`src/rtl/control_sequencer.sv`:
```
// control_sequencer
//   Micro-step sequencer for the 8-bit bus CPU. Walks each instruction through
//   fetch (T0, T1) and execute (T2..T4) and drives the active-low strobes of
//   the PC, MAR, RAM, IR, A, B, ALU, flags and OUT blocks.
//
// Ports
//   i_clk, i_rst        clock; synchronous active-high reset
//   i_run               1: advance one step per clock, 0: freeze, strobes high
//   i_opcode            IR[7:4], valid from T2 onward
//   i_carry, i_zero     registered ALU flags, sampled by JC/JZ in T2
//   i_pc_overflow       sticky PC carry-out, checked in T0
//   o_*n / o_*_din/den  active-low strobes (see decode below)
//   o_step              current micro-step 0..4
//   o_halted, o_fault   HALT state; fault = halt caused by PC overflow
//
// state   | meaning
// --------+-----------------------------------------------------------
// ST_RUN  | executing; step register selects T0..T4
// ST_HALT | stopped by HLT or PC overflow; only i_rst leaves it
module control_sequencer #(
    parameter bit HALT_ON_PC_OVF = 1'b1
) (
    input  logic       i_clk,
    input  logic       i_rst,
    input  logic       i_run,
    input  logic [3:0] i_opcode,
    input  logic       i_carry,
    input  logic       i_zero,
    input  logic       i_pc_overflow,
    output logic       o_pc_cntn,
    output logic       o_pc_den,
    output logic       o_pc_din,
    output logic       o_mar_din,
    output logic       o_ram_den,
    output logic       o_ram_din,
    output logic       o_ir_din,
    output logic       o_ir_den,
    output logic       o_a_din,
    output logic       o_a_den,
    output logic       o_b_din,
    output logic       o_alu_den,
    output logic       o_alu_subn,
    output logic       o_flags_din,
    output logic       o_out_din,
    output logic [2:0] o_step,
    output logic       o_halted,
    output logic       o_fault
);

    typedef enum logic [0:0] {
        ST_RUN  = 1'b0,
        ST_HALT = 1'b1
    } state_t;

    localparam logic [3:0] OP_LDA = 4'h1;
    localparam logic [3:0] OP_ADD = 4'h2;
    localparam logic [3:0] OP_SUB = 4'h3;
    localparam logic [3:0] OP_STA = 4'h4;
    localparam logic [3:0] OP_LDI = 4'h5;
    localparam logic [3:0] OP_JMP = 4'h6;
    localparam logic [3:0] OP_JC  = 4'h7;
    localparam logic [3:0] OP_JZ  = 4'h8;
    localparam logic [3:0] OP_OUT = 4'hE;
    localparam logic [3:0] OP_HLT = 4'hF;

    state_t     state, state_nxt;
    logic [2:0] step, step_nxt;
    logic       fault, fault_nxt;

    // Active-high internal strobes; inverted onto the ports.
    logic pc_cnt, pc_den, pc_din, mar_din, ram_den, ram_din, ir_din, ir_den;
    logic a_din, a_den, b_din, alu_den, alu_sub, flags_din, out_din;

    always_ff @(posedge i_clk) begin
        if (i_rst) begin
            state <= ST_RUN;
            step  <= 3'd0;
            fault <= 1'b0;
        end else begin
            state <= state_nxt;
            step  <= step_nxt;
            fault <= fault_nxt;
        end
    end

    always_comb begin
        state_nxt = state;
        step_nxt  = step;
        fault_nxt = fault;
        pc_cnt    = 1'b0;
        pc_den    = 1'b0;
        pc_din    = 1'b0;
        mar_din   = 1'b0;
        ram_den   = 1'b0;
        ram_din   = 1'b0;
        ir_din    = 1'b0;
        ir_den    = 1'b0;
        a_din     = 1'b0;
        a_den     = 1'b0;
        b_din     = 1'b0;
        alu_den   = 1'b0;
        alu_sub   = 1'b0;
        flags_din = 1'b0;
        out_din   = 1'b0;

        // Reset and i_run=0 both freeze the step and keep every strobe idle.
        if (state == ST_RUN && i_run && !i_rst) begin
            case (step)
                3'd0: begin
                    if (HALT_ON_PC_OVF && i_pc_overflow) begin
                        state_nxt = ST_HALT;
                        step_nxt  = 3'd0;
                        fault_nxt = 1'b1;
                    end else begin
                        pc_den   = 1'b1;
                        mar_din  = 1'b1;
                        step_nxt = 3'd1;
                    end
                end
                3'd1: begin
                    ram_den  = 1'b1;
                    ir_din   = 1'b1;
                    pc_cnt   = 1'b1;
                    step_nxt = 3'd2;
                end
                3'd2: begin
                    step_nxt = 3'd0;
                    case (i_opcode)
                        OP_LDA, OP_ADD, OP_SUB, OP_STA: begin
                            ir_den   = 1'b1;
                            mar_din  = 1'b1;
                            step_nxt = 3'd3;
                        end
                        OP_LDI: begin
                            ir_den = 1'b1;
                            a_din  = 1'b1;
                        end
                        OP_JMP: begin
                            ir_den = 1'b1;
                            pc_din = 1'b1;
                        end
                        OP_JC: begin
                            ir_den = i_carry;
                            pc_din = i_carry;
                        end
                        OP_JZ: begin
                            ir_den = i_zero;
                            pc_din = i_zero;
                        end
                        OP_OUT: begin
                            a_den   = 1'b1;
                            out_din = 1'b1;
                        end
                        OP_HLT: begin
                            state_nxt = ST_HALT;
                            fault_nxt = 1'b0;
                        end
                        default: ;
                    endcase
                end
                3'd3: begin
                    step_nxt = 3'd0;
                    case (i_opcode)
                        OP_LDA: begin
                            ram_den = 1'b1;
                            a_din   = 1'b1;
                        end
                        OP_ADD, OP_SUB: begin
                            ram_den  = 1'b1;
                            b_din    = 1'b1;
                            step_nxt = 3'd4;
                        end
                        OP_STA: begin
                            a_den   = 1'b1;
                            ram_din = 1'b1;
                        end
                        default: ;
                    endcase
                end
                3'd4: begin
                    step_nxt = 3'd0;
                    if (i_opcode == OP_ADD || i_opcode == OP_SUB) begin
                        alu_den   = 1'b1;
                        a_din     = 1'b1;
                        flags_din = 1'b1;
                        alu_sub   = (i_opcode == OP_SUB);
                    end
                end
                default: step_nxt = 3'd0;
            endcase
        end
    end

    assign o_pc_cntn   = ~pc_cnt;
    assign o_pc_den    = ~pc_den;
    assign o_pc_din    = ~pc_din;
    assign o_mar_din   = ~mar_din;
    assign o_ram_den   = ~ram_den;
    assign o_ram_din   = ~ram_din;
    assign o_ir_din    = ~ir_din;
    assign o_ir_den    = ~ir_den;
    assign o_a_din     = ~a_din;
    assign o_a_den     = ~a_den;
    assign o_b_din     = ~b_din;
    assign o_alu_den   = ~alu_den;
    assign o_alu_subn  = ~alu_sub;
    assign o_flags_din = ~flags_din;
    assign o_out_din   = ~out_din;
    assign o_step      = step;
    assign o_halted    = (state == ST_HALT);
    assign o_fault     = fault;

endmodule
```
`config.mk`:
```
export PLATFORM = sky130hd
export DESIGN_NAME = control_sequencer
export DESIGN_NICKNAME = d
export VERILOG_FILES = /design/src/rtl/control_sequencer.sv
export SDC_FILE = /design/constraint.sdc
export NUM_CORES = 1
export LEC_CHECK = 0
export CORE_MARGIN = 3
export CORE_UTILIZATION = 40
export DETAILED_ROUTE_END_ITERATION = 10
export GPL_ROUTABILITY_DRIVEN = 0
export PLACE_DENSITY = 0.82
export SYNTH_ARGS = -nofsm -noshare
export SYNTH_HDL_FRONTEND = slang
export SYNTH_SLANG_ARGS = --single-unit
```
`constraint.sdc`:
```
create_clock -name i_clk -period 2.5 [get_ports i_clk]
set_input_delay 0.5 -clock i_clk [delete_from_list [all_inputs] [get_ports i_clk]]
set_output_delay 0.5 -clock i_clk [all_outputs]
set_load 0.02 [all_outputs]
```
==> results of run 1 <==
[repair_timing]
item | in CTS | in global routing
setup buffers | 0 | 1
hold buffers | 0 | 0
pin swaps | 2 | 2
gates cloned | 0 | 0
setup endpoints to repair | 15 | 12
resized for setup | 38 | 12
[sequential cells by signal, summed over array words and instances (netlist names)]
register,flops
o_fault,1
o_halted,1
o_step,3
[routing by layer]
layer	track usage	share of wire	vias up
met5	0	0	-
met4	0.0542	0.017	0
met3	0.0551	0.070	8
met2	0.469	0.51	48
met1	0.314	0.40	370
li1	-	-	379
[worst min-delay path: stages (launching register included)]
cell	delay [ns]
dfxtp_1	0.35
a21oi_1	0.15
nor2_1	0.05
[layout make-up]
type | count | area (µm²) | area share
well taps | 14 | 17.5 | 0.0178
repair buffers | 50 | 419 | 0.426
inverters | 2 | 7.51 | 0.00763
flip-flops and latches | 5 | 100 | 0.102
clock buffers | 4 | 26.3 | 0.0267
multi-input cells | 66 | 413 | 0.420
[stage by stage]
| step | setup WS, ns | area (µm²) | power, mW | util |
|---|---|---|---|---|
| 5_1_grt | 0.00828 | 983 | 0.304 | 0.819 |
| 2_1_floorplan | 0.422 | 556 | 0.134 | - |
| 6_report | 0.0734 | 983 | 0.285 | 0.819 |
| 4_1_cts | 0.00156 | 980 | 0.283 | 0.816 |
| 3_3_place_gp | -0.478 | 958 | 0.184 | 0.798 |
| 3_5_place_dp | -0.501 | 958 | 0.188 | 0.798 |
[kinds of logic after synthesis]
logic type / after synthesis
AND/OR/NAND/NOR: 48
buffers and inverters: 12
AO/OA/AOI/OAI: 16
flip-flops: 5
multiplexers: 1
XOR/XNOR: 1
[power by group through the flow]
stage | clock (mW) | combinational, mW | sequential [mW]
after detailed placement | 0 | 0.0972 | 0.0904
after global routing | 0.104 | 0.110 | 0.0901
final | 0.0937 | 0.102 | 0.0895
after CTS | 0.0966 | 0.0975 | 0.0891
after floorplan | 0 | 0.0429 | 0.0915
after global placement | 0 | 0.0940 | 0.0901
[final timing paths]
check	depth (start not counted)	slack, ns	endpoint
hold reg to reg	2	0.59	o_halted
hold / removal	2	0.59	o_halted
setup reg to reg	5	0.80	o_fault
setup / recovery	6	0.07	o_ram_din
[cell usage in the layout (no fill, tap or decap), types with 2 or more instances in the layout]
master	n
buf_4	22
nand2_1	11
dlygate4sd2_1	10
nor2_1	9
clkdlybuf4s50_1	8
a21oi_1	5
dfxtp_1	5
o21ai_0	4
dlymetal6s2s_1	4
nand3_1	3
clkbuf_4	3
buf_2	3
nor2_2	2
nand4_1	2
inv_1	2
nor3b_1	2
nand3b_1	2
or4_1	2
a211oi_1	2
nand2b_1	2
a31oi_1	2
clkbuf_2	2
==> summary.txt, run 1 <==
Worst setup path
  – Critical Path AT: 1.93 ns
  – Worst path cell trace: dlygate4sd2_1 -> buf_4 -> nor4b_4 -> nand2_1 -> or4_1 -> buf_2
  – CP top delay family: simple AND/OR/NAND/NOR gates
  – CP bufs+invs: 3
  – Worst Setup SP: i_rst
  – Critical Path Max Stage Delay: slightly below 0.5 ns
  – RR Startpoint: o_step[2]
  – Critical Path Fanout Max: 3
  – CP Launch Type: primary input
  – Critical path type: primary input to primary output
  – Critical Path End Type: primary output
  – Crit-path slowest cell: or4_1
  – Crit path required time: ~2 ns

Logic synthesis
  – Post-synthesis compound-gate area fraction: 0.171
  – Post-Syn Nets: 93
  – Register bit total from synthesis: 5
  – Syn Std Cell Area: around 560 µm²
  – Post-synth EDFFs: 0
  – Synth Area in Adders: 0
  – Area leader, netlist: dfxtp_1
  – Synth top area share: 0.180
  – Top-count cell post-synth: nor2_1
  – Fraction of synthesized cell area in xor and xnor cells: 0.0158
  – Largest family of logic cells by synthesized area: simple AND/OR/NAND/NOR gates
  – Warnings from Yosys: 0
  – Synth Area in Simple Gates: 0.502
  – Distinct cell type count after synthesis: 33
  – Most used DFF post-synth: dfxtp_1
  – Post-synth ARST share: 0
  – Commonest cells in the netlist: nor2_1, nand2_1, a21oi_1, clkbuf_1, dfxtp_1
  – Mux contribution to synthesized area: 0.0180
  – Synth area leaders: dfxtp_1, nor2_1, nand2_1
  – Instance count of the mapped netlist: 83
  – Seq/Total Area, Yosys: 0.180
  – Mapped Avg Cell Area: between 6 and 7 µm²

Final layout
  – Post-route insts no fill: 141
  – Post-layout nets: between 100 and 150
  – Fill cell count: between 80 and 90
  – Antenna cells: 0
  – Area Overhead vs Synth: 77.0%
  – Layout cells sized above 1: 0.315

STA
  – WHS: ~0.6 ns
  – Final setup TNS: 0 ns
  – Headroom to the max-slew limit: 0.667
  – # setup viols final: 0
  – RSZ-0062 raised after global routing: no
  – Slew @ Worst Pin: around 0.49 ns
  – Tmin final: between 2 and 2.5 ns
  – Fin crit share: 0.971
  – Hold Violations, Final: 0
  – Fmax: 412 MHz
  – Fin. max-slew vios: 0
  – Worst Clk Skew: ~0.0015 ns

Die
  – Chip height: ~43 µm
  – Die Width: around 43 µm
  – Core area: approximately 1200 µm²
  – Area of the die: roughly 1900 µm²
  – Initial Util: 0.463
  – IO Pins: 30
  – Row cnt: 12

Global routing
  – Gr usage total: 0.262
  – Vias in the first global route: 820
  – Largest net degree at the start of global routing: 13
  – First-pass GRT wire length: 3790 µm
  – Initial antenna violation count: 0
  – Grt ovf: 0

Pwr
  – Power Density: roughly 290 nW/µm²
  – Max IR drop VDD: roughly 0.00024 V
  – Pint: approximately 0.20 mW
  – Pleak: just under 0.4 nW
  – Clock network power share: 0.328
  – Switch Pwr: approximately 0.09 mW
  – Sequential fraction of design power: 0.313
  – Switching part of the total: 0.310
  – Part of the power in combinational logic: 0.358

Detailed routing
  – DR vias/cell: 5.71
  – Residual DRC: 0
  – Via count: 805
  – First DRT Iteration DRCs: 30
  – Final ANT Viol Nets: 0
  – DR WL/cell: 15.5 µm
  – Pre-antenna DRT Iters: 4
  – Routed WL: between 2000 and 2500 µm

Placed design
  – Post-DP HPWL: roughly 1600 µm
  – IO buf count: 29
  – Placed cell count: 136

Run status
  – Status: finished clean

Min path
  – Hold_sp: o_halted
  – Hold Path Class: flop to flop

Run
  – Maxcap violations: 0

Clock network
  – CTS buffer count: 3
  – CTS tree: yes
  – Clock tree buffer depth: 2
  – Clock transition at path regs: around 0.040 ns
  – Clock root buffer: clkbuf_4
  – CTS H-tree lvls: 1
  – Clock Sinks: 5
  – Worst-Skew Late Latency: ~0.24 ns
(Power assumes the default switching activity.)
==> inputs of run 2 (changes only) <==
Settings changed: ABC_AREA set to 1, PLACE_DENSITY 0.82 to 0.83.
==> run 2 against run 1 <==
  * Clock-buffer cell count did not move
  * Worst setup slack improved by 0.030 ns
  * Hold slack got worse by 0.099 ns
  * Clock skew increased by 0.0034 ns
  * Register-to-register slack better by 0.44 ns
  * Critical path depth increased by 3
  * Global-route usage shrank 8.2 points
  * Combinational power decreased by 14%
  * Utilization down 2.6 points
  * Sequential share of layout area up 0.46 points
  * Via count fell by 10%
==> summary.txt, run 2 <==
Logic synthesis
  – Top-count cell post-synth: nand2_1
  – Most used DFF post-synth: dfxtp_1
  – Distinct cell type count after synthesis: 22 (-33%)
  – Mapped Avg Cell Area: 5.88 µm² (-12%)
  – Synth area leaders: nand2_1, dfxtp_1, nor2_1
  – Post-synth ARST share: 0 (unchanged)
  – Warnings from Yosys: 0 (unchanged)
  – Post-Syn Nets: 102 (+9.7%)
  – Register bit total from synthesis: 5 (unchanged)
  – Commonest cells in the netlist: nand2_1, nor2_1, inv_1
  – Synth top area share: 0.194 (+0.0143)
  – Syn Std Cell Area: 541 µm² (-2.7%)
  – Instance count of the mapped netlist: 92 (+11%)
  – Post-synth EDFFs: 0 (unchanged)
  – Seq/Total Area, Yosys: 0.185 (+0.00501)
  – Area leader, netlist: nand2_1

STA
  – Worst Clk Skew: 0.00489 ns (+0.00341 ns)
  – # setup viols final: 0 (unchanged)
  – WHS: 0.490 ns (-0.0993 ns)
  – RSZ-0062 raised after global routing: no
  – Tmin final: 2.40 ns (-0.0303 ns)
  – Slew @ Worst Pin: 0.375 ns (-0.117 ns)
  – Hold Violations, Final: 0 (unchanged)
  – Final setup TNS: 0 ns (unchanged)
  – Fin crit share: 0.959 (-0.0121)
  – Fin. max-slew vios: 0 (unchanged)
  – Fmax: 417 MHz (+1.3%)
  – Headroom to the max-slew limit: 0.749 (+0.0820)

Worst setup path
  – Critical Path AT: 1.90 ns (-0.03 ns)
  – RR Startpoint: o_step[0]
  – Critical path type: primary input to primary output
  – Reg2reg path depth: 5 (unchanged)
  – Worst R2R Setup Slack: 1.24 ns (+0.44 ns)
  – Critical Path Fanout Max: 4 (+1)
  – Top cell by count, worst path: nand2_1
  – Crit-path slowest cell: clkdlybuf4s50_1
  – Worst path cell trace: clkdlybuf4s50_1 -> inv_1 -> nand2_1 -> nand2_1 -> nand2_1 -> nand2_1 -> nand2_1 -> nand2_2 -> dlygate4sd2_1
  – CP top delay family: buffers and inverters
  – Reg2reg end: o_step[2]
  – Critical Path End Type: primary output
  – Critical Path Max Stage Delay: 0.52 ns (+0.03 ns)
  – CP Launch Type: primary input
  – CP bufs+invs: 3 (unchanged)
  – Crit path required time: 2.00 ns (about the same)

Clock network
  – Clock tree buffer depth: 2 (unchanged)
  – Clock root buffer: clkbuf_4
  – CTS H-tree lvls: 1 (unchanged)
  – CTS tree: yes
  – Clock Sinks: 5 (unchanged)
  – Worst-Skew Late Latency: 0.24 ns (about the same)
  – CTS buffer count: 3 (unchanged)
  – Clock transition at path regs: 0.05 ns (about the same)

Final layout
  – Final core occ: 0.793 (-0.0255)
  – Commonest non-fill, non-tap cells in the layout: nand2_1, clkdlybuf4s50_1, buf_4
  – Antenna cells: 0 (unchanged)
  – Layout cells sized above 1: 0.267 (-0.0483)
  – Post-layout nets: 146 (+5.8%)
  – Commonest non-fill, non-tap cell in the layout: nand2_1
  – Final instance area: 941 µm² (-4.3%)
  – Max reg flops: 3 (unchanged)
  – Area Overhead vs Synth: 74.1%

Min path
  – Hold_sp: o_fault
  – Hold EP: o_fault
  – Cell depth of the worst hold path: 2 (unchanged)
  – Hold Path Class: flop to flop

Global routing
  – Gr usage total: 0.180 (-0.0816)
  – Initial antenna violation count: 0 (unchanged)
  – First-pass GRT wire length: 2620 µm (-31%)
  – Grt ovf: 0 (unchanged)
  – Vias in the first global route: 647 (-21%)
  – Largest net degree at the start of global routing: 10 (-3)

Detailed routing
  – Via count: 722 (-10%)
  – Pre-antenna DRT Iters: 4 (unchanged)
  – Residual DRC: 0 (unchanged)
  – DR vias/cell: 4.85 (-15%)
  – First DRT Iteration DRCs: 16 (-47%)
  – Final ANT Viol Nets: 0 (unchanged)
  – Routed WL: 1560 µm (-29%)
  – DR WL/cell: 10.5 µm (-32%)

Die
  – Die Width: 42.8 µm (-1.2%)
  – Initial Util: 0.456 (-0.00680)
  – IO Pins: 30 (unchanged)
  – Row cnt: 12 (unchanged)
  – Area of the die: 1830 µm² (-2.3%)
  – Core area: 1190 µm² (-1.2%)
  – Chip height: 42.8 µm (-1.2%)

Placed design
  – Post-DP HPWL: 1270 µm (-18%)
  – Area post-placement: 920 µm² (-4.0%)
  – IO buf count: 29 (unchanged)

Pwr
  – Power, Total: 0.268 mW (-6.0%)
  – Max IR drop VDD: 0.000329 V (+35%)
  – Power Density: 285 nW/µm² (-1.8%)
  – Pleak: 0.387 nW (-1.6%)

Run status
  – Status: finished clean

Run
  – Maxcap violations: 0 (unchanged)
==> run 2: cell types whose count changed after synthesis, sizes merged, moves of 3 or more <==
cell	change
nand2	+21
clkbuf	-5
inv	+12
nand3	+5
or4	-3
==> run 2: cell type report <==
cell class / instances / area, µm²
Timing Repair Buffer: 42 / 380
Multi-Input combinational cell: 70 / 362
Fill cell: 96 / 245
Sequential cell: 5 / 100
Inverter: 14 / 55.1
Clock buffer: 4 / 26.3
Tap cell: 14 / 17.5
==> run 2: metrics by stage <==
stage | setup WS [ns] | cells
finish | 0.104 | 149
floorplan | 0.656 | 92
global placement | -0.139 | 145
global route | 0.00283 | 149
detailed placement | -0.179 | 145
CTS | 0.00452 | 149
==> run 2: routing by layer <==
metal / vias up / wire (µm) / part of all wire / track usage
li1: 371 / - / - / -
met1: 324 / 694 / 0.44 / 0.231
met5: - / 0 / 0 / 0
met2: 27 / 756 / 0.48 / 0.302
met3: 0 / 109 / 0.070 / 0.0508
met4: 0 / 0 / 0 / 0.0248
==> run 2: worst max-delay path by stage <==
| stage | slack, ns | end | depth (start not counted) | startpoint |
|---|---|---|---|---|
| finish | 0.10 | o_mar_din | 9 | i_opcode[1] |
| global route | 0.003 | o_mar_din | 9 | i_opcode[1] |
| floorplan | 0.66 | o_a_den | 5 | o_step[0] |
| detailed placement | -0.18 | o_ir_den | 6 | i_opcode[3] |
| CTS | 0.005 | o_ram_den | 7 | i_rst |
| global placement | -0.14 | o_ir_den | 6 | i_opcode[3] |
==> run 2: logic make-up (layout without fill, tap and decap cells) <==
group | count (synthesis) | in the layout | share of synthesized area
AO/OA/AOI/OAI | 12 | 12 | 0.118
buffers and inverters | 17 | 60 | 0.150
flip-flops | 5 | 5 | 0.185
AND/OR/NAND/NOR | 58 | 58 | 0.546
==> run 2: power by group <==
part	switching (mW)	internal [mW]	leakage, nW	total (mW)
sequential	0.00397	0.0832	0.0407	0.0872
clock	0.0333	0.0604	0.0150	0.0936
combinational	0.0442	0.0433	0.331	0.0875
total	0.0814	0.187	0.387	0.268
==> run 2: what timing repair did <==
action	CTS	global route
gates resized for setup	13	5
endpoints found under the setup margin	13	8
buffers inserted	0	0
hold buffers	0	0
==> run 2: worst reg2reg max path: stages (launching register included) <==
cell     delay (ns)
dfxtp_1        0.54
nand3_1        0.17
nor2_2         0.15
nand2_1        0.10
buf_4          0.14
a21oi_1        0.10
